==> src/rtl/mm_entry_driver_if.sv <==
// Bus bundle between the matching-memory write/probe driver and its surroundings:
// token input, joined-packet output, CAM entry broadcast/enables and status flags.
interface mm_entry_driver_if #(
  parameter int unsigned N_ENTRY = 8,
  parameter int unsigned DATA_W  = 16
);
  // token input
  logic                in_valid;
  logic                in_ready;
  logic [18:0]         in_cgdl;
  logic [DATA_W-1:0]   in_data;
  // CAM entry side
  logic [18:0]         cgdl_bc;
  logic [N_ENTRY-1:0]  entry_en;
  logic                entry_mr;
  logic [N_ENTRY-1:0]  entry_valid;
  logic [N_ENTRY-1:0]  entry_fire;
  // joined packet output
  logic                out_valid;
  logic                out_ready;
  logic [17:0]         out_key;
  logic [DATA_W-1:0]   out_data_l;
  logic [DATA_W-1:0]   out_data_r;
  // status
  logic                full;
  logic                ovf;
  logic                err;

  // driver view
  modport master (
    input  in_valid, in_cgdl, in_data, entry_valid, entry_fire, out_ready,
    output in_ready, cgdl_bc, entry_en, entry_mr, out_valid, out_key,
           out_data_l, out_data_r, full, ovf, err
  );

  // environment view (token source, CAM entries, packet sink)
  modport slave (
    output in_valid, in_cgdl, in_data, entry_valid, entry_fire, out_ready,
    input  in_ready, cgdl_bc, entry_en, entry_mr, out_valid, out_key,
           out_data_l, out_data_r, full, ovf, err
  );
endinterface

==> src/rtl/mm_entry_driver.sv <==
// Matching-memory write/probe driver: captures an operand token, broadcasts its key to
// the CAM entries for one probe cycle, then either joins it with the fired partner,
// stores it into the lowest free entry, or drops it when the memory is full.
module mm_entry_driver #(
  parameter int unsigned N_ENTRY = 8,
  parameter int unsigned IDX_W   = 3,
  parameter int unsigned DATA_W  = 16
) (
  input  logic              cp,
  input  logic              mr_n,
  mm_entry_driver_if.master bus
);

  localparam int unsigned CGDL_W = 19;
  localparam int unsigned KEY_W  = 18;

  typedef enum logic {
    IDLE  = 1'b0,
    PROBE = 1'b1
  } state_t;

  state_t              state_q;
  state_t              state_d;

  logic [CGDL_W-1:0]   cap_q;
  logic [DATA_W-1:0]   capd_q;
  logic [CGDL_W-1:0]   last_q;
  logic [DATA_W-1:0]   ram_q [N_ENTRY];

  logic                out_valid_q;
  logic [KEY_W-1:0]    out_key_q;
  logic [DATA_W-1:0]   out_data_l_q;
  logic [DATA_W-1:0]   out_data_r_q;
  logic                ovf_q;
  logic                err_q;

  logic                accept;
  logic                do_pair;
  logic                do_store;
  logic                do_drop;
  logic                full_c;
  logic                fire_any;
  logic                fire_multi;
  logic [IDX_W-1:0]    fire_idx;
  logic [IDX_W-1:0]    free_idx;
  logic                fire_found;
  logic                free_found;
  logic [DATA_W-1:0]   ram_rd;

  // Memory occupancy, fire detection and the duplicate-fire error condition.
  assign full_c     = &bus.entry_valid;
  assign fire_any   = |bus.entry_fire;
  assign fire_multi = (bus.entry_fire & (bus.entry_fire - N_ENTRY'(1))) != '0;
  assign ram_rd     = ram_q[fire_idx];

  // Lowest-index priority encoders for the fired entry and the first free entry.
  always_comb begin
    fire_idx   = '0;
    free_idx   = '0;
    fire_found = 1'b0;
    free_found = 1'b0;
    for (int unsigned i = 0; i < N_ENTRY; i++) begin
      if (bus.entry_fire[i] && !fire_found) begin
        fire_idx   = IDX_W'(i);
        fire_found = 1'b1;
      end
      if (!bus.entry_valid[i] && !free_found) begin
        free_idx   = IDX_W'(i);
        free_found = 1'b1;
      end
    end
  end

  // State register.
  always_ff @(posedge cp or negedge mr_n) begin
    if (!mr_n) begin
      state_q <= IDLE;
    end else begin
      state_q <= state_d;
    end
  end

  // Next state, handshake and probe-cycle decisions.
  always_comb begin
    state_d      = state_q;
    bus.in_ready = 1'b0;
    bus.entry_en = '0;
    accept       = 1'b0;
    do_pair      = 1'b0;
    do_store     = 1'b0;
    do_drop      = 1'b0;
    case (state_q)
      IDLE: begin
        // a token may enter only if the packet slot is empty or draining this edge
        bus.in_ready = !out_valid_q || bus.out_ready;
        if (bus.in_valid && bus.in_ready) begin
          accept  = 1'b1;
          state_d = PROBE;
        end
      end
      PROBE: begin
        state_d = IDLE;
        if (fire_any) begin
          do_pair = 1'b1;
        end else if (!full_c) begin
          do_store     = 1'b1;
          bus.entry_en = N_ENTRY'(1) << free_idx;
        end else begin
          do_drop = 1'b1;
        end
      end
      default: state_d = IDLE;
    endcase
  end

  // Captured token and last-stored key; the captured key is only broadcast while probing.
  always_ff @(posedge cp or negedge mr_n) begin
    if (!mr_n) begin
      cap_q  <= '0;
      capd_q <= '0;
      last_q <= '0;
    end else begin
      if (accept) begin
        cap_q  <= bus.in_cgdl;
        capd_q <= bus.in_data;
      end
      if (do_store) begin
        last_q <= cap_q;
      end
    end
  end

  // Operand data storage, one word per CAM entry; contents are don't-care after reset.
  always_ff @(posedge cp) begin
    if (do_store) begin
      ram_q[free_idx] <= capd_q;
    end
  end

  // Joined packet register; the waiting operand's side is the opposite of the captured LR.
  always_ff @(posedge cp or negedge mr_n) begin
    if (!mr_n) begin
      out_valid_q  <= 1'b0;
      out_key_q    <= '0;
      out_data_l_q <= '0;
      out_data_r_q <= '0;
    end else if (do_pair) begin
      out_valid_q <= 1'b1;
      out_key_q   <= cap_q[CGDL_W-1:1];
      if (!cap_q[0]) begin
        out_data_l_q <= capd_q;
        out_data_r_q <= ram_rd;
      end else begin
        out_data_l_q <= ram_rd;
        out_data_r_q <= capd_q;
      end
    end else if (bus.out_ready) begin
      out_valid_q <= 1'b0;
    end
  end

  // Sticky overflow and duplicate-fire flags.
  always_ff @(posedge cp or negedge mr_n) begin
    if (!mr_n) begin
      ovf_q <= 1'b0;
      err_q <= 1'b0;
    end else begin
      if (do_drop) begin
        ovf_q <= 1'b1;
      end
      if (do_pair && fire_multi) begin
        err_q <= 1'b1;
      end
    end
  end

  // Output wiring.
  assign bus.cgdl_bc    = (state_q == PROBE) ? cap_q : last_q;
  assign bus.entry_mr   = !mr_n;
  assign bus.full       = full_c;
  assign bus.out_valid  = out_valid_q;
  assign bus.out_key    = out_key_q;
  assign bus.out_data_l = out_data_l_q;
  assign bus.out_data_r = out_data_r_q;
  assign bus.ovf        = ovf_q;
  assign bus.err        = err_q;

endmodule
==> src/flat_wrapper.sv <==
// flat-port wrapper written by rule: the top's interface ports become plain ports
module mm_entry_driver_flat 
#(
  parameter int unsigned N_ENTRY = 8,
  parameter int unsigned IDX_W   = 3,
  parameter int unsigned DATA_W  = 16
)
  (cp, mr_n, bus_in_valid, bus_in_cgdl, bus_in_data, bus_entry_valid, bus_entry_fire, bus_out_ready, bus_in_ready, bus_cgdl_bc, bus_entry_en, bus_entry_mr, bus_out_valid, bus_out_key, bus_out_data_l, bus_out_data_r, bus_full, bus_ovf, bus_err);
  mm_entry_driver_if #(.N_ENTRY(N_ENTRY), .DATA_W(DATA_W)) bus_i ();
  input  logic cp;
  input  logic mr_n;
  input wire logic [$bits(bus_i.in_valid)-1:0] bus_in_valid;
  input wire logic [$bits(bus_i.in_cgdl)-1:0] bus_in_cgdl;
  input wire logic [$bits(bus_i.in_data)-1:0] bus_in_data;
  input wire logic [$bits(bus_i.entry_valid)-1:0] bus_entry_valid;
  input wire logic [$bits(bus_i.entry_fire)-1:0] bus_entry_fire;
  input wire logic [$bits(bus_i.out_ready)-1:0] bus_out_ready;
  output wire logic [$bits(bus_i.in_ready)-1:0] bus_in_ready;
  output wire logic [$bits(bus_i.cgdl_bc)-1:0] bus_cgdl_bc;
  output wire logic [$bits(bus_i.entry_en)-1:0] bus_entry_en;
  output wire logic [$bits(bus_i.entry_mr)-1:0] bus_entry_mr;
  output wire logic [$bits(bus_i.out_valid)-1:0] bus_out_valid;
  output wire logic [$bits(bus_i.out_key)-1:0] bus_out_key;
  output wire logic [$bits(bus_i.out_data_l)-1:0] bus_out_data_l;
  output wire logic [$bits(bus_i.out_data_r)-1:0] bus_out_data_r;
  output wire logic [$bits(bus_i.full)-1:0] bus_full;
  output wire logic [$bits(bus_i.ovf)-1:0] bus_ovf;
  output wire logic [$bits(bus_i.err)-1:0] bus_err;
  assign bus_i.in_valid = bus_in_valid;
  assign bus_i.in_cgdl = bus_in_cgdl;
  assign bus_i.in_data = bus_in_data;
  assign bus_i.entry_valid = bus_entry_valid;
  assign bus_i.entry_fire = bus_entry_fire;
  assign bus_i.out_ready = bus_out_ready;
  assign bus_in_ready = bus_i.in_ready;
  assign bus_cgdl_bc = bus_i.cgdl_bc;
  assign bus_entry_en = bus_i.entry_en;
  assign bus_entry_mr = bus_i.entry_mr;
  assign bus_out_valid = bus_i.out_valid;
  assign bus_out_key = bus_i.out_key;
  assign bus_out_data_l = bus_i.out_data_l;
  assign bus_out_data_r = bus_i.out_data_r;
  assign bus_full = bus_i.full;
  assign bus_ovf = bus_i.ovf;
  assign bus_err = bus_i.err;
  mm_entry_driver #(.N_ENTRY(N_ENTRY), .IDX_W(IDX_W), .DATA_W(DATA_W)) u_core (.cp(cp), .mr_n(mr_n), .bus(bus_i));
endmodule
==> config.mk <==
export PLATFORM = sky130hd
export DESIGN_NAME = mm_entry_driver_flat
export DESIGN_NICKNAME = d
export VERILOG_FILES = /design/src/rtl/mm_entry_driver_if.sv /design/src/rtl/mm_entry_driver.sv /design/src/flat_wrapper.sv
export SDC_FILE = /design/constraint.sdc
export NUM_CORES = 1
export LEC_CHECK = 0
export ABC_CLOCK_PERIOD_IN_PS = 2600
export BUFFER_PORTS_ARGS = -buffer_cell sky130_fd_sc_hd__clkbuf_2
export CAP_MARGIN = 10
export CORE_MARGIN = 3
export CORE_UTILIZATION = 45
export DETAILED_ROUTE_END_ITERATION = 8
export GPL_TIMING_DRIVEN = 0
export PLACE_DENSITY_LB_ADDON = 0.05
export SLEW_MARGIN = 10
export SYNTH_ARGS = -nofsm -noshare
export SYNTH_HDL_FRONTEND = slang
export SYNTH_SLANG_ARGS = --single-unit
==> constraint.sdc <==
create_clock -name cp -period 2.6 [get_ports cp]
set_clock_uncertainty 0.15 [all_clocks]
set_input_delay 0 -clock cp [delete_from_list [all_inputs] [get_ports cp]]
set_output_delay 0 -clock cp [all_outputs]
set_load 0.01 [all_outputs]
==> results of run 1 <==
metal layers:
layer / track usage / wire (um)
met1: 0.266 / 10300
met2: 0.338 / 11400
met5: 0 / 0
met3: 0.0442 / 1620
met4: 0.0501 / 353
synth_stat cells (2+ instances only):
cell and instances:
sky130_fd_sc_hd__a2111oi_0 16, sky130_fd_sc_hd__a21o_1 2, sky130_fd_sc_hd__a21oi_1 49, sky130_fd_sc_hd__a31o_2 2
sky130_fd_sc_hd__and3_1 16, sky130_fd_sc_hd__buf_1 5, sky130_fd_sc_hd__buf_2 7, sky130_fd_sc_hd__buf_4 2
sky130_fd_sc_hd__clkbuf_1 29, sky130_fd_sc_hd__dfrtp_1 108, sky130_fd_sc_hd__edfxtp_1 128, sky130_fd_sc_hd__inv_1 8
sky130_fd_sc_hd__mux2_2 89, sky130_fd_sc_hd__nand2_1 60, sky130_fd_sc_hd__nand2b_1 4, sky130_fd_sc_hd__nand3_1 3
sky130_fd_sc_hd__nand3b_1 4, sky130_fd_sc_hd__nand4_1 2, sky130_fd_sc_hd__nor2_1 51, sky130_fd_sc_hd__nor3_1 3
sky130_fd_sc_hd__nor3b_1 16, sky130_fd_sc_hd__nor4_1 2, sky130_fd_sc_hd__o21ai_0 2, sky130_fd_sc_hd__o21ai_1 2
sky130_fd_sc_hd__o221ai_1 11, sky130_fd_sc_hd__o221ai_2 5, sky130_fd_sc_hd__o22a_1 16, sky130_fd_sc_hd__o22ai_1 16
sky130_fd_sc_hd__o31ai_1 32
repair_timing:
item | CTS | global route
setup buffers | 7 | 0
endpoints found under the hold margin | 183 | 0
pin swaps | 6 | 0
gates resized for setup | 10 | 6
setup endpoints to repair | 103 | 20
hold buffers | 48 | 0
path summary, 6_finish.rpt:
kind / from / cells after the start / slack (ns) / to
setup reg to reg: u_core.state_q / 4 / 0.16 / u_core.ram_q[6][13]
setup / recovery: u_core.state_q / 4 / 0.16 / u_core.ram_q[6][13]
max in group asynchronous: mr_n / 4 / 1.58 / u_core.capd_q[10]
min in group asynchronous: mr_n / 4 / 0.45 / u_core.bus.out_key[4]
hold / removal: bus_entry_fire[1] / 5 / 0.06 / u_core.bus.out_data_r[14]
hold reg to reg: u_core.bus.out_key[13] / 2 / 0.33 / u_core.bus.out_key[13]
cells by family (layout without fill, tap and decap cells):
logic type,count (synthesis),in the layout
compound gates,160,160
fa+ha+maj,1,1
buf+inv,52,292
flops,236,236
mux,89,89
simple gates,167,167
layout make-up:
type	instances	area share
buffer	44	0.0156
clock buffer	33	0.0579
clock inverter	12	0.00883
inverter	8	0.00244
multi-input combinational	417	0.247
sequential	236	0.531
tap	275	0.0279
timing repair buffer	195	0.109
report_power, final:
| part | switching [uW] | leakage [uW] | total, uW | internal [uW] |
|---|---|---|---|---|
| Sequential | 410 | 0.00248 | 4890 | 4480 |
| Clock | 1380 | 0.000402 | 3500 | 2120 |
| Combinational | 828 | 0.00209 | 1530 | 700 |
| Total | 2620 | 0.00497 | 9910 | 7300 |
worst min-delay path, stage by stage:
cell                       delay [ns]
sky130_fd_sc_hd__clkbuf_2        0.12
sky130_fd_sc_hd__inv_1           0.10
sky130_fd_sc_hd__a31oi_4         0.13
sky130_fd_sc_hd__mux2_2          0.25
sky130_fd_sc_hd__o31ai_1         0.07
per-stage QoR:
step                setup TNS (ns)   util  std cells
finish                           0  0.583       1220
global route                     0  0.583       1220
CTS                              0  0.583       1220
detailed placement          -88.80  0.513       1120
global placement           -114.31  0.510       1117
floorplan                        0      -        705
registers in the layout, summed over array words and instances, names as in the netlist:
name / count
u_core.ram_q: 128
u_core.cap_q: 19
u_core.last_q: 19
u_core.bus.out_key: 18
u_core.bus.out_data_l: 16
u_core.bus.out_data_r: 16
u_core.capd_q: 16
u_core.bus.err: 1
u_core.bus.out_valid: 1
u_core.bus.ovf: 1
u_core.state_q: 1
==> metrics.txt, run 1 <==
# TYPE chip_impl_metric gauge
chip_impl_metric{name="finalCriticalPeriod",unit="ns"} 2.44
chip_impl_metric{name="synth_sequential_area_ratio",unit=""} 0.672
chip_impl_metric{name="ports",unit=""} 138
chip_impl_info{name="end_kind",value="flop"} 1
chip_impl_metric{name="yosys.area_share.adder",unit=""} 0.00103
chip_impl_info{name="outcome",value="complete, no violations"} 1
chip_impl_metric{name="routed_via_density",unit=""} 5.45
chip_impl_metric{name="dp_slack",unit="ns"} -1.13
chip_impl_metric{name="grt_pass1_wl",unit="mm"} 38.0
chip_impl_metric{name="max-slew-margin-rel",unit=""} 0.437
chip_impl_info{name="combinational_family_with_the_most_area_after_synthesis",value="compound AO/OA/AOI/OAI gates"} 1
chip_impl_metric{name="fin_total_pwr",unit="uW"} 9910
chip_impl_metric{name="synth.ff_latch_count",unit=""} 236
chip_impl_metric{name="fillers",unit=""} 1700
chip_impl_metric{name="vias_in_the_first_global_route",unit=""} 6983
chip_impl_info{name="hp-class",value="in -> reg"} 1
chip_impl_metric{name="synthXorXnorAreaFrac",unit=""} 0
chip_impl_metric{name="synth-compound-area-share",unit=""} 0.119
chip_impl_metric{name="yosys-mux-area-fraction",unit=""} 0.103
chip_impl_metric{name="worst-endpoint-arrival",unit="ns"} 2.46
chip_impl_info{name="synth_largest_area_cell",value="sky130_fd_sc_hd__edfxtp_1"} 1
chip_impl_info{name="crit_type",value="reg -> reg"} 1
chip_impl_info{name="layout_commonest_cell",value="sky130_fd_sc_hd__clkbuf_2"} 1
chip_impl_metric{name="cts_buffer_depth",unit=""} 3
chip_impl_metric{name="clk_transition_reported_paths",unit="ns"} 0.06
chip_impl_metric{name="tightestPinTransition",unit="ns"} 0.844
chip_impl_metric{name="via_count",unit=""} 6645
chip_impl_metric{name="floorplan.initialDensity",unit=""} 0.461
chip_impl_metric{name="max_stage_delay",unit="ns"} 0.82
chip_impl_metric{name="drt_wl_total",unit="mm"} 23.7
chip_impl_metric{name="route.detailed.wl_per_inst",unit="um"} 19.5
chip_impl_metric{name="fin_worst_hold_slack",unit="ns"} 0.0641
chip_impl_metric{name="nets",unit=""} 982
chip_impl_metric{name="fp-row-count",unit=""} 53
chip_impl_info{name="crit_path_top_delay_cell",value="sky130_fd_sc_hd__dlygate4sd3_1"} 1
chip_impl_metric{name="antennaDiodeCount",unit=""} 0
chip_impl_metric{name="maxClockFrequency",unit="MHz"} 410
chip_impl_metric{name="ys.warnings.count",unit=""} 0
chip_impl_metric{name="proportion_of_register_bits_with_asynchronous_set_or_reset_after_synthesis",unit=""} 0.458
chip_impl_metric{name="syn_nets",unit=""} 760
chip_impl_info{name="cells_along_the_critical_path",value="nand4_1, buf_4, nor4_4, dlygate4sd3_1"} 1
chip_impl_metric{name="p_per_cell_area",unit="mW/mm2"} 804
chip_impl_metric{name="globalRoute.totalOverflow",unit=""} 0
chip_impl_metric{name="buffer_ports.inserted",unit=""} 137
chip_impl_info{name="synthTopCellsByArea",value="sky130_fd_sc_hd__edfxtp_1 39%, sky130_fd_sc_hd__dfrtp_1 28%, sky130_fd_sc_hd__mux2_2 10%"} 1
chip_impl_metric{name="crit_required",unit="ns"} 2.62
chip_impl_metric{name="irDropWorstVdd",unit="V"} 0.000485
chip_impl_metric{name="die_h",unit="um"} 153
chip_impl_info{name="clockRootBuffer",value="sky130_fd_sc_hd__clkbuf_16"} 1
chip_impl_metric{name="dp.final_hpwl",unit="mm"} 17.3
chip_impl_metric{name="deepest_level_of_the_cts_h_tree",unit=""} 1
chip_impl_metric{name="synth_top_area_frac",unit=""} 0.395
chip_impl_metric{name="regArea",unit="mm2"} 0.00655
chip_impl_metric{name="grt_max_degree",unit=""} 58
chip_impl_metric{name="worst-path-max-fanout",unit=""} 6
chip_impl_metric{name="report.final.setup_viol",unit=""} 0
chip_impl_metric{name="post_route_cells_drive_above_1_share",unit=""} 0.326
chip_impl_metric{name="cts.sink_count",unit=""} 236
chip_impl_metric{name="slew_violations",unit=""} 0
chip_impl_metric{name="netlist-cell-type-count",unit=""} 44
chip_impl_metric{name="leakage_power",unit="uW"} 0.00497
chip_impl_metric{name="critical_path.n_buffers_inverters",unit=""} 2
chip_impl_metric{name="floorplan.die_area",unit="mm2"} 0.0235
chip_impl_metric{name="antenna_found_initial",unit=""} 1
chip_impl_metric{name="synth-simple-area-share",unit=""} 0.0823
chip_impl_metric{name="synth-edff-count",unit=""} 128
chip_impl_info{name="top_library_cells_by_usage_in_the_layout_fill_and_taps_aside",value="139 x sky130_fd_sc_hd__clkbuf_2, 128 x sky130_fd_sc_hd__edfxtp_1, 108 x sky130_fd_sc_hd__dfrtp_1"} 1
chip_impl_metric{name="antenna_viol_nets_final",unit=""} 0
chip_impl_metric{name="worst_slack",unit="ns"} 0.161
chip_impl_metric{name="drtIter0Drc",unit=""} 335
chip_impl_info{name="cp_top_family",value="buffers and inverters"} 1
chip_impl_info{name="unrepaired_setup_endpoints_after_global_routing",value="false"} 1
chip_impl_metric{name="final_hold_viol_count",unit=""} 0
chip_impl_metric{name="gp_congestion",unit=""} 0.836
chip_impl_metric{name="max_cap_violations",unit=""} 0
chip_impl_metric{name="post_synth.cell_area_avg",unit="um2"} 13.8
chip_impl_metric{name="floorplan.core_area",unit="mm2"} 0.0212
chip_impl_info{name="cp-start-kind",value="flop"} 1
chip_impl_metric{name="area_of_the_multi_input_gates",unit="mm2"} 0.00304
chip_impl_metric{name="die_w",unit="um"} 153
chip_impl_metric{name="placed_cell_area",unit="mm2"} 0.0109
chip_impl_metric{name="syn_area",unit="mm2"} 0.00974
chip_impl_metric{name="post-route-period-util",unit=""} 0.938
chip_impl_info{name="tritoncts",value="built"} 1
chip_impl_metric{name="clk_latency",unit="ns"} 0.51
chip_impl_metric{name="drtPass1Iterations",unit=""} 5
chip_impl_metric{name="synth_cells",unit=""} 705
chip_impl_metric{name="finish.instance_area",unit="mm2"} 0.0123
chip_impl_metric{name="overall_global_routing_resource_usage",unit=""} 0.200
chip_impl_info{name="synth-main-ff-cell",value="sky130_fd_sc_hd__edfxtp_1"} 1
chip_impl_metric{name="area_growth",unit="%"} 26.5
chip_impl_metric{name="post_route_drc",unit=""} 0
chip_impl_metric{name="tritoncts.num_buffers",unit=""} 25
No activity file was read; power rests on OpenSTA's default activity.
==> inputs of run 2 (changes only) <==
--- a/config.mk
+++ b/config.mk
@@ -10,6 +10,7 @@
 export CAP_MARGIN = 10
 export CORE_MARGIN = 3
 export CORE_UTILIZATION = 45
+export CTS_BUF_LIST = sky130_fd_sc_hd__clkbuf_8
 export DETAILED_ROUTE_END_ITERATION = 8
 export GPL_TIMING_DRIVEN = 0
 export PLACE_DENSITY_LB_ADDON = 0.05
==> run 2 against run 1 <==
Compared with the run above: maximum frequency up 0.23%; routed wire length up 0.54%; final cell count up 2.0%; count of clock-buffer cells in the layout up 10; combinational power about the same.
==> metrics.txt, run 2 (synthesis gave the netlist of run 1 again) <==
# TYPE chip_impl_metric gauge
chip_impl_metric{name="floorplan.initialDensity",unit=""} 0.461
chip_impl_info{name="tritoncts",value="built"} 1
chip_impl_metric{name="max_cap_violations",unit=""} 0
chip_impl_metric{name="fp-row-count",unit=""} 53
chip_impl_metric{name="cts_buffer_depth",unit=""} 3
chip_impl_metric{name="fin_tns_setup",unit="ns"} 0
chip_impl_info{name="unrepaired_setup_endpoints_after_global_routing",value="false"} 1
chip_impl_metric{name="via_count",unit=""} 6729
chip_impl_info{name="crit_type",value="reg -> out"} 1
chip_impl_metric{name="drtIter0Drc",unit=""} 334
chip_impl_metric{name="crit_required",unit="ns"} 2.45
chip_impl_metric{name="placed_cell_area",unit="mm2"} 0.0109
chip_impl_info{name="cells_along_the_critical_path",value="clkbuf_1, clkbuf_1, mux2_2, clkbuf_2"} 1
chip_impl_metric{name="post-route-period-util",unit=""} 0.936
chip_impl_metric{name="final_hold_viol_count",unit=""} 0
chip_impl_info{name="end_kind",value="output pin"} 1
chip_impl_metric{name="netSwitchingFraction",unit=""} 0.281
chip_impl_metric{name="route.detailed.wl_per_inst",unit="um"} 19.2
chip_impl_metric{name="leakage_power",unit="uW"} 0.00498
chip_impl_metric{name="floorplan.die_area",unit="mm2"} 0.0235
chip_impl_metric{name="clk_transition_reported_paths",unit="ns"} 0.07
chip_impl_info{name="registers.top_by_ff_count",value="u_core.ram_q"} 1
chip_impl_metric{name="max_stage_delay",unit="ns"} 0.59
chip_impl_metric{name="fin_worst_hold_slack",unit="ns"} 0.0371
chip_impl_metric{name="routed_via_density",unit=""} 5.40
chip_impl_metric{name="post_route_cells_drive_above_1_share",unit=""} 0.327
chip_impl_info{name="layout_commonest_cell",value="sky130_fd_sc_hd__clkbuf_2"} 1
chip_impl_metric{name="overall_global_routing_resource_usage",unit=""} 0.202
chip_impl_metric{name="floorplan.core_area",unit="mm2"} 0.0212
chip_impl_metric{name="tritoncts.num_buffers",unit=""} 40
chip_impl_metric{name="die_h",unit="um"} 153
chip_impl_metric{name="clock_power_frac",unit=""} 0.322
chip_impl_metric{name="grt_pass1_wl",unit="mm"} 38.1
chip_impl_metric{name="slew_violations",unit=""} 0
chip_impl_metric{name="area_of_the_multi_input_gates",unit="mm2"} 0.00304
chip_impl_metric{name="dp.final_hpwl",unit="mm"} 17.3
chip_impl_metric{name="regArea",unit="mm2"} 0.00655
chip_impl_metric{name="cts.sink_count",unit=""} 236
chip_impl_metric{name="antenna_found_initial",unit=""} 1
chip_impl_metric{name="fillers",unit=""} 1749
chip_impl_metric{name="irDropWorstVdd",unit="V"} 0.000581
chip_impl_metric{name="worst-path-max-fanout",unit=""} 10
chip_impl_metric{name="power.internal",unit="uW"} 6800
chip_impl_metric{name="drtPass1Iterations",unit=""} 4
chip_impl_metric{name="worst-endpoint-arrival",unit="ns"} 2.28
chip_impl_info{name="crit_path_top_delay_cell",value="sky130_fd_sc_hd__clkbuf_1"} 1
chip_impl_metric{name="report.final.setup_viol",unit=""} 0
chip_impl_metric{name="grt_max_degree",unit=""} 58
chip_impl_metric{name="max-slew-margin-rel",unit=""} 0.443
chip_impl_info{name="outcome",value="complete, no violations"} 1
chip_impl_metric{name="tightestPinTransition",unit="ns"} 0.835
chip_impl_metric{name="antennaDiodeCount",unit=""} 0
chip_impl_info{name="hp-class",value="in -> reg"} 1
chip_impl_info{name="top_library_cells_by_usage_in_the_layout_fill_and_taps_aside",value="139 x sky130_fd_sc_hd__clkbuf_2, 128 x sky130_fd_sc_hd__edfxtp_1, 108 x sky130_fd_sc_hd__dfrtp_1"} 1
chip_impl_metric{name="clk_latency",unit="ns"} 0.52
chip_impl_info{name="cp_top_family",value="buffers and inverters"} 1
chip_impl_metric{name="finalCriticalPeriod",unit="ns"} 2.43
chip_impl_metric{name="comb_power_share",unit=""} 0.162
chip_impl_metric{name="deepest_level_of_the_cts_h_tree",unit=""} 2
chip_impl_metric{name="globalRoute.totalOverflow",unit=""} 0
chip_impl_metric{name="post_route_drc",unit=""} 0
chip_impl_metric{name="sequentialPowerShare",unit=""} 0.516
chip_impl_info{name="critPathMostFrequentCell",value="sky130_fd_sc_hd__clkbuf_1"} 1
chip_impl_metric{name="maxClockFrequency",unit="MHz"} 411
chip_impl_metric{name="drt_wl_total",unit="mm"} 23.9
chip_impl_metric{name="vias_in_the_first_global_route",unit=""} 7063
chip_impl_info{name="clockRootBuffer",value="sky130_fd_sc_hd__clkbuf_8"} 1
chip_impl_metric{name="p_switching",unit="uW"} 2660
chip_impl_metric{name="p_per_cell_area",unit="mW/mm2"} 776
chip_impl_metric{name="nets",unit=""} 995
chip_impl_metric{name="critical_path.n_buffers_inverters",unit=""} 3
chip_impl_metric{name="antenna_viol_nets_final",unit=""} 0
chip_impl_metric{name="fin_total_pwr",unit="uW"} 9460
chip_impl_info{name="reg.largest.list",value="u_core.ram_q: 128 flops, u_core.cap_q: 19 flops, u_core.last_q: 19 flops"} 1
chip_impl_metric{name="ports",unit=""} 138
chip_impl_metric{name="finish.instance_area",unit="mm2"} 0.0122
chip_impl_metric{name="die_w",unit="um"} 153
chip_impl_metric{name="buffer_ports.inserted",unit=""} 137
chip_impl_metric{name="flip_flop_count_of_the_largest_register_after_layout",unit=""} 128
chip_impl_metric{name="gp_congestion",unit=""} 0.836
chip_impl_metric{name="area_growth",unit="%"} 25.1
chip_impl_info{name="cp-start-kind",value="flop"} 1
-- run 2: layout make-up --
cell class | count | share of cell area
multi-input combinational | 417 | 0.250
inverter | 8 | 0.00246
tap | 275 | 0.0282
sequential | 236 | 0.537
buffer | 44 | 0.0158
clock inverter | 29 | 0.0117
timing repair buffer | 193 | 0.107
clock buffer | 43 | 0.0485
-- run 2: timing repair --
item | in CTS | in global routing
hold buffers | 49 | 0
endpoints found under the hold margin | 183 | 0
buffers inserted | 4 | 0
setup endpoints to repair | 103 | 26
resized for setup | 10 | 6
pin swaps | 3 | 0
-- run 2: worst reg2reg max path, cell delays in order, from the launching register on --
cell	delay, ns
sky130_fd_sc_hd__dfrtp_1	0.43
sky130_fd_sc_hd__inv_1	0.09
sky130_fd_sc_hd__a31oi_2	0.58
sky130_fd_sc_hd__clkbuf_2	0.40
sky130_fd_sc_hd__clkbuf_1	0.46
sky130_fd_sc_hd__nand2_1	0.15
sky130_fd_sc_hd__nand2_1	0.09
-- run 2: stage by stage --
stage / setup WS, ns / utilization / instances
after floorplan: 0.0584 / - / 705
after global placement: -1.01 / 0.510 / 1117
after detailed placement: -1.13 / 0.513 / 1120
after CTS: 0.0247 / 0.576 / 1245
after global routing: 0.00837 / 0.576 / 1245
final: 0.166 / 0.576 / 1245
-- run 2: routing by layer --
| layer | wire length, um | vias up | GRT usage |
|---|---|---|---|
| met5 | 0 | - | 0 |
| met4 | 479 | 0 | 0.0641 |
| met3 | 1670 | 41 | 0.0529 |
| met2 | 11300 | 210 | 0.335 |
| met1 | 10400 | 3315 | 0.263 |
| li1 | - | 3163 | - |
-- run 2: power by group through the flow --
stage                     Sequential [uW]  Clock [uW]  Combinational [uW]
final                                4890        3050                1530
after global placement               4930           0                1440
after global routing                 4960        3310                1690
after detailed placement             4960           0                1490
after CTS                            4890        3130                1550
after floorplan                      4950           0                 731
-- run 2: final timing paths --
| kind | cells after the start | endpoint | slack (ns) | startpoint |
|---|---|---|---|---|
| min reg2reg | 2 | u_core.bus.out_key[13] | 0.33 | u_core.bus.out_key[13] |
| max | 4 | bus_cgdl_bc[0] | 0.17 | u_core.cap_q[0] |
| max reg2reg | 6 | u_core.bus.out_key[9] | 0.20 | u_core.state_q |
| min in group asynchronous | 4 | u_core.cap_q[0] | 0.45 | mr_n |
| max in group asynchronous | 4 | u_core.last_q[11] | 1.57 | mr_n |
| min | 3 | u_core.ram_q[6][11] | 0.04 | bus_entry_valid[1] |
==> inputs of run 3 (changes only) <==
--- a/config.mk
+++ b/config.mk
@@ -8,12 +8,12 @@
 export ABC_CLOCK_PERIOD_IN_PS = 2600
 export BUFFER_PORTS_ARGS = -buffer_cell sky130_fd_sc_hd__clkbuf_2
 export CAP_MARGIN = 10
-export CORE_MARGIN = 3
+export CORE_MARGIN = 1
 export CORE_UTILIZATION = 45
 export CTS_BUF_LIST = sky130_fd_sc_hd__clkbuf_8
 export DETAILED_ROUTE_END_ITERATION = 8
 export GPL_TIMING_DRIVEN = 0
-export PLACE_DENSITY_LB_ADDON = 0.05
+export PLACE_DENSITY = 0.72
 export SLEW_MARGIN = 10
 export SYNTH_ARGS = -nofsm -noshare
 export SYNTH_HDL_FRONTEND = slang
==> run 3 against run 2 <==
Compared with the run above: count of clock-buffer cells in the layout fell by 1; die area fell by 5.2%; sequential power about the same; non-clock buffer count increased by 11; highest routed layer unchanged.
==> metrics.txt, run 3 (synthesis gave the netlist of run 1 again) <==
# TYPE chip_impl_metric gauge
chip_impl_info{name="outcome",value="complete, no violations"} 1
chip_impl_metric{name="fin_total_pwr",unit="uW"} 9670
chip_impl_metric{name="netSwitchingFraction",unit=""} 0.288
chip_impl_metric{name="overall_global_routing_resource_usage",unit=""} 0.245
chip_impl_metric{name="clk_transition_reported_paths",unit="ns"} 0.06
chip_impl_metric{name="drtPass1Iterations",unit=""} 5
chip_impl_metric{name="max_cap_violations",unit=""} 0
chip_impl_metric{name="grt_pass1_wl",unit="mm"} 40.6
chip_impl_metric{name="grt_max_degree",unit=""} 77
chip_impl_info{name="reg.largest.list",value="u_core.ram_q: 128 flops, u_core.cap_q: 19 flops, u_core.last_q: 19 flops"} 1
chip_impl_metric{name="nets",unit=""} 1005
chip_impl_metric{name="cts.sink_count",unit=""} 236
chip_impl_metric{name="comb_power_share",unit=""} 0.163
chip_impl_metric{name="sequentialPowerShare",unit=""} 0.506
chip_impl_metric{name="deepest_level_of_the_cts_h_tree",unit=""} 2
chip_impl_metric{name="tritoncts.num_buffers",unit=""} 39
chip_impl_metric{name="flip_flop_count_of_the_largest_register_after_layout",unit=""} 128
chip_impl_info{name="clockRootBuffer",value="sky130_fd_sc_hd__clkbuf_8"} 1
chip_impl_metric{name="gp_congestion",unit=""} 0.759
chip_impl_metric{name="min_path_cells",unit=""} 4
chip_impl_info{name="crit_type",value="in -> reg"} 1
chip_impl_metric{name="met2_usage",unit=""} 0.394
chip_impl_metric{name="maxClockFrequency",unit="MHz"} 400
chip_impl_metric{name="drt_wl_total",unit="mm"} 26.0
chip_impl_info{name="cp-start-kind",value="primary input"} 1
chip_impl_metric{name="ff2ff_path_depth",unit=""} 7
chip_impl_metric{name="irDropWorstVdd",unit="V"} 0.000463
chip_impl_metric{name="globalRouteMet3Util",unit=""} 0.0523
chip_impl_info{name="r2r_start",value="u_core.state_q"} 1
chip_impl_metric{name="p_switching",unit="uW"} 2780
chip_impl_metric{name="die_h",unit="um"} 149
chip_impl_info{name="min_delay_worst_endpoint",value="u_core.ram_q[2][8]"} 1
chip_impl_metric{name="report.final.setup_viol",unit=""} 0
chip_impl_metric{name="clock_power_frac",unit=""} 0.332
chip_impl_info{name="layout_commonest_cell",value="sky130_fd_sc_hd__clkbuf_2"} 1
chip_impl_info{name="top_library_cells_by_usage_in_the_layout_fill_and_taps_aside",value="138 x sky130_fd_sc_hd__clkbuf_2, 128 x sky130_fd_sc_hd__edfxtp_1, 108 x sky130_fd_sc_hd__dfrtp_1"} 1
chip_impl_metric{name="dp_slack",unit="ns"} -0.670
chip_impl_metric{name="clk_latency",unit="ns"} 0.54
chip_impl_info{name="r2r_end",value="u_core.ram_q[2][15]"} 1
chip_impl_info{name="end_kind",value="flop"} 1
chip_impl_metric{name="floorplan.die_area",unit="mm2"} 0.0222
chip_impl_metric{name="worst-endpoint-arrival",unit="ns"} 2.59
chip_impl_metric{name="drtIter0Drc",unit=""} 576
chip_impl_metric{name="slew_violations",unit=""} 0
chip_impl_metric{name="finalCriticalPeriod",unit="ns"} 2.50
chip_impl_metric{name="final_hold_viol_count",unit=""} 0
chip_impl_metric{name="p_per_cell_area",unit="mW/mm2"} 782
chip_impl_metric{name="post-route-period-util",unit=""} 0.961
chip_impl_metric{name="floorplan.core_area",unit="mm2"} 0.0212
chip_impl_metric{name="die_w",unit="um"} 149
chip_impl_metric{name="leakage_power",unit="uW"} 0.00503
chip_impl_metric{name="route.detailed.wl_per_inst",unit="um"} 20.7
chip_impl_metric{name="post_route_cells_drive_above_1_share",unit=""} 0.335
chip_impl_metric{name="crit_required",unit="ns"} 2.69
chip_impl_metric{name="via_count",unit=""} 7109
chip_impl_metric{name="vias_in_the_first_global_route",unit=""} 7250
chip_impl_metric{name="dp.final_hpwl",unit="mm"} 16.9
chip_impl_info{name="holdCritStartpoint",value="bus_entry_valid[2]"} 1
chip_impl_metric{name="buffer_ports.inserted",unit=""} 137
chip_impl_info{name="tritoncts",value="built"} 1
chip_impl_metric{name="worst-path-max-fanout",unit=""} 9
chip_impl_metric{name="fin_tns_setup",unit="ns"} 0
chip_impl_metric{name="gr-usage-met1",unit=""} 0.321
chip_impl_metric{name="antenna_viol_nets_final",unit=""} 0
chip_impl_metric{name="power.internal",unit="uW"} 6890
chip_impl_info{name="hp-class",value="in -> reg"} 1
chip_impl_metric{name="cts_buffer_depth",unit=""} 3
chip_impl_metric{name="fp-row-count",unit=""} 53
chip_impl_metric{name="globalRoute.totalOverflow",unit=""} 0
chip_impl_metric{name="area_growth",unit="%"} 26.9
chip_impl_metric{name="ports",unit=""} 138
chip_impl_info{name="unrepaired_setup_endpoints_after_global_routing",value="false"} 1
chip_impl_metric{name="post_route_drc",unit=""} 0
chip_impl_metric{name="max-slew-margin-rel",unit=""} 0.421
chip_impl_metric{name="antenna_found_initial",unit=""} 0
chip_impl_metric{name="worst_slack",unit="ns"} 0.101
chip_impl_info{name="globalRoute.busiestLayer",value="met2"} 1
chip_impl_metric{name="routed_via_density",unit=""} 5.66
chip_impl_metric{name="regToRegSetupSlack",unit="ns"} 0.19
chip_impl_metric{name="tightestPinTransition",unit="ns"} 0.862
chip_impl_info{name="registers.top_by_ff_count",value="u_core.ram_q"} 1
chip_impl_metric{name="floorplan.initialDensity",unit=""} 0.461
chip_impl_metric{name="antennaDiodeCount",unit=""} 0
[run 3: cell count changes in the layout (fill, tap and decap cells not counted), sizes merged]
| cell | change |
|---|---|
| buf | +4 |
| dlygate4sd3 | +5 |
| inv | -4 |
| clkbuf | +1 |
| bufinv | +1 |
| clkinvlp | +1 |
| clkinv | +2 |
[run 3: layout make-up]
class                   instances  area, um2
repair buffers                204       1430
multi-input cells             417       3050
flip-flops and latches        236       6550
clock buffers                  42        578
well taps                     275        344
inverters                       8       30.0
plain buffers                  44        194
clock inverters                29        185
fillers                      1692       8790
[run 3: worst max-delay path by stage]
stage / startpoint / endpoint / cells past startpoint
finish: bus_entry_valid[3] / u_core.ram_q[6][5] / 6
global route: u_core.state_q / bus_entry_en[0] / 7
CTS: u_core.state_q / bus_entry_en[5] / 6
detailed placement: bus_entry_fire[3] / u_core.ram_q[2][6] / 8
global placement: bus_entry_fire[3] / u_core.ram_q[2][5] / 7
floorplan: bus_entry_fire[2] / u_core.ram_q[2][0] / 6
[run 3: metrics by stage]
stage,hold slack [ns],utilization,cell area [um2],instances
final,0.0561,0.584,12400,1255
after global routing,0.0591,0.584,12400,1255
after detailed placement,-0.224,0.518,11000,1126
after floorplan,-0.446,-,9750,705
after CTS,0.00254,0.584,12300,1255
after global placement,0.0824,0.510,10800,1117
[run 3: what timing repair did]
action	in CTS	in global routing
buffers inserted	4	0
endpoints found under the setup margin	112	63
hold buffers	54	0
resized for setup	7	4
hold endpoints to repair	183	0
pin swaps	3	0
[run 3: power groups by stage]
| stage | registers, uW | logic [uW] | clock network [uW] |
|---|---|---|---|
| detailed placement | 4950 | 1510 | 0 |
| global route | 4950 | 1720 | 3420 |
| CTS | 4880 | 1580 | 3240 |
| global placement | 4940 | 1480 | 0 |
| finish | 4890 | 1570 | 3210 |
| floorplan | 4950 | 731 | 0 |
[run 3: worst max-delay path, stage by stage]
cell,delay [ns]
sky130_fd_sc_hd__dlygate4sd3_1,0.53
sky130_fd_sc_hd__clkbuf_2,0.12
sky130_fd_sc_hd__nand4_1,0.23
sky130_fd_sc_hd__dlygate4sd3_1,0.69
sky130_fd_sc_hd__nor4_4,0.76
sky130_fd_sc_hd__buf_8,0.24
[run 3: routing by layer]
metal,wire length [um],part of all wire,vias up
li1,-,-,3171
met1,10500,0.41,3533
met2,12400,0.48,330
met3,2070,0.080,75
met4,951,0.037,0
met5,0,0,-
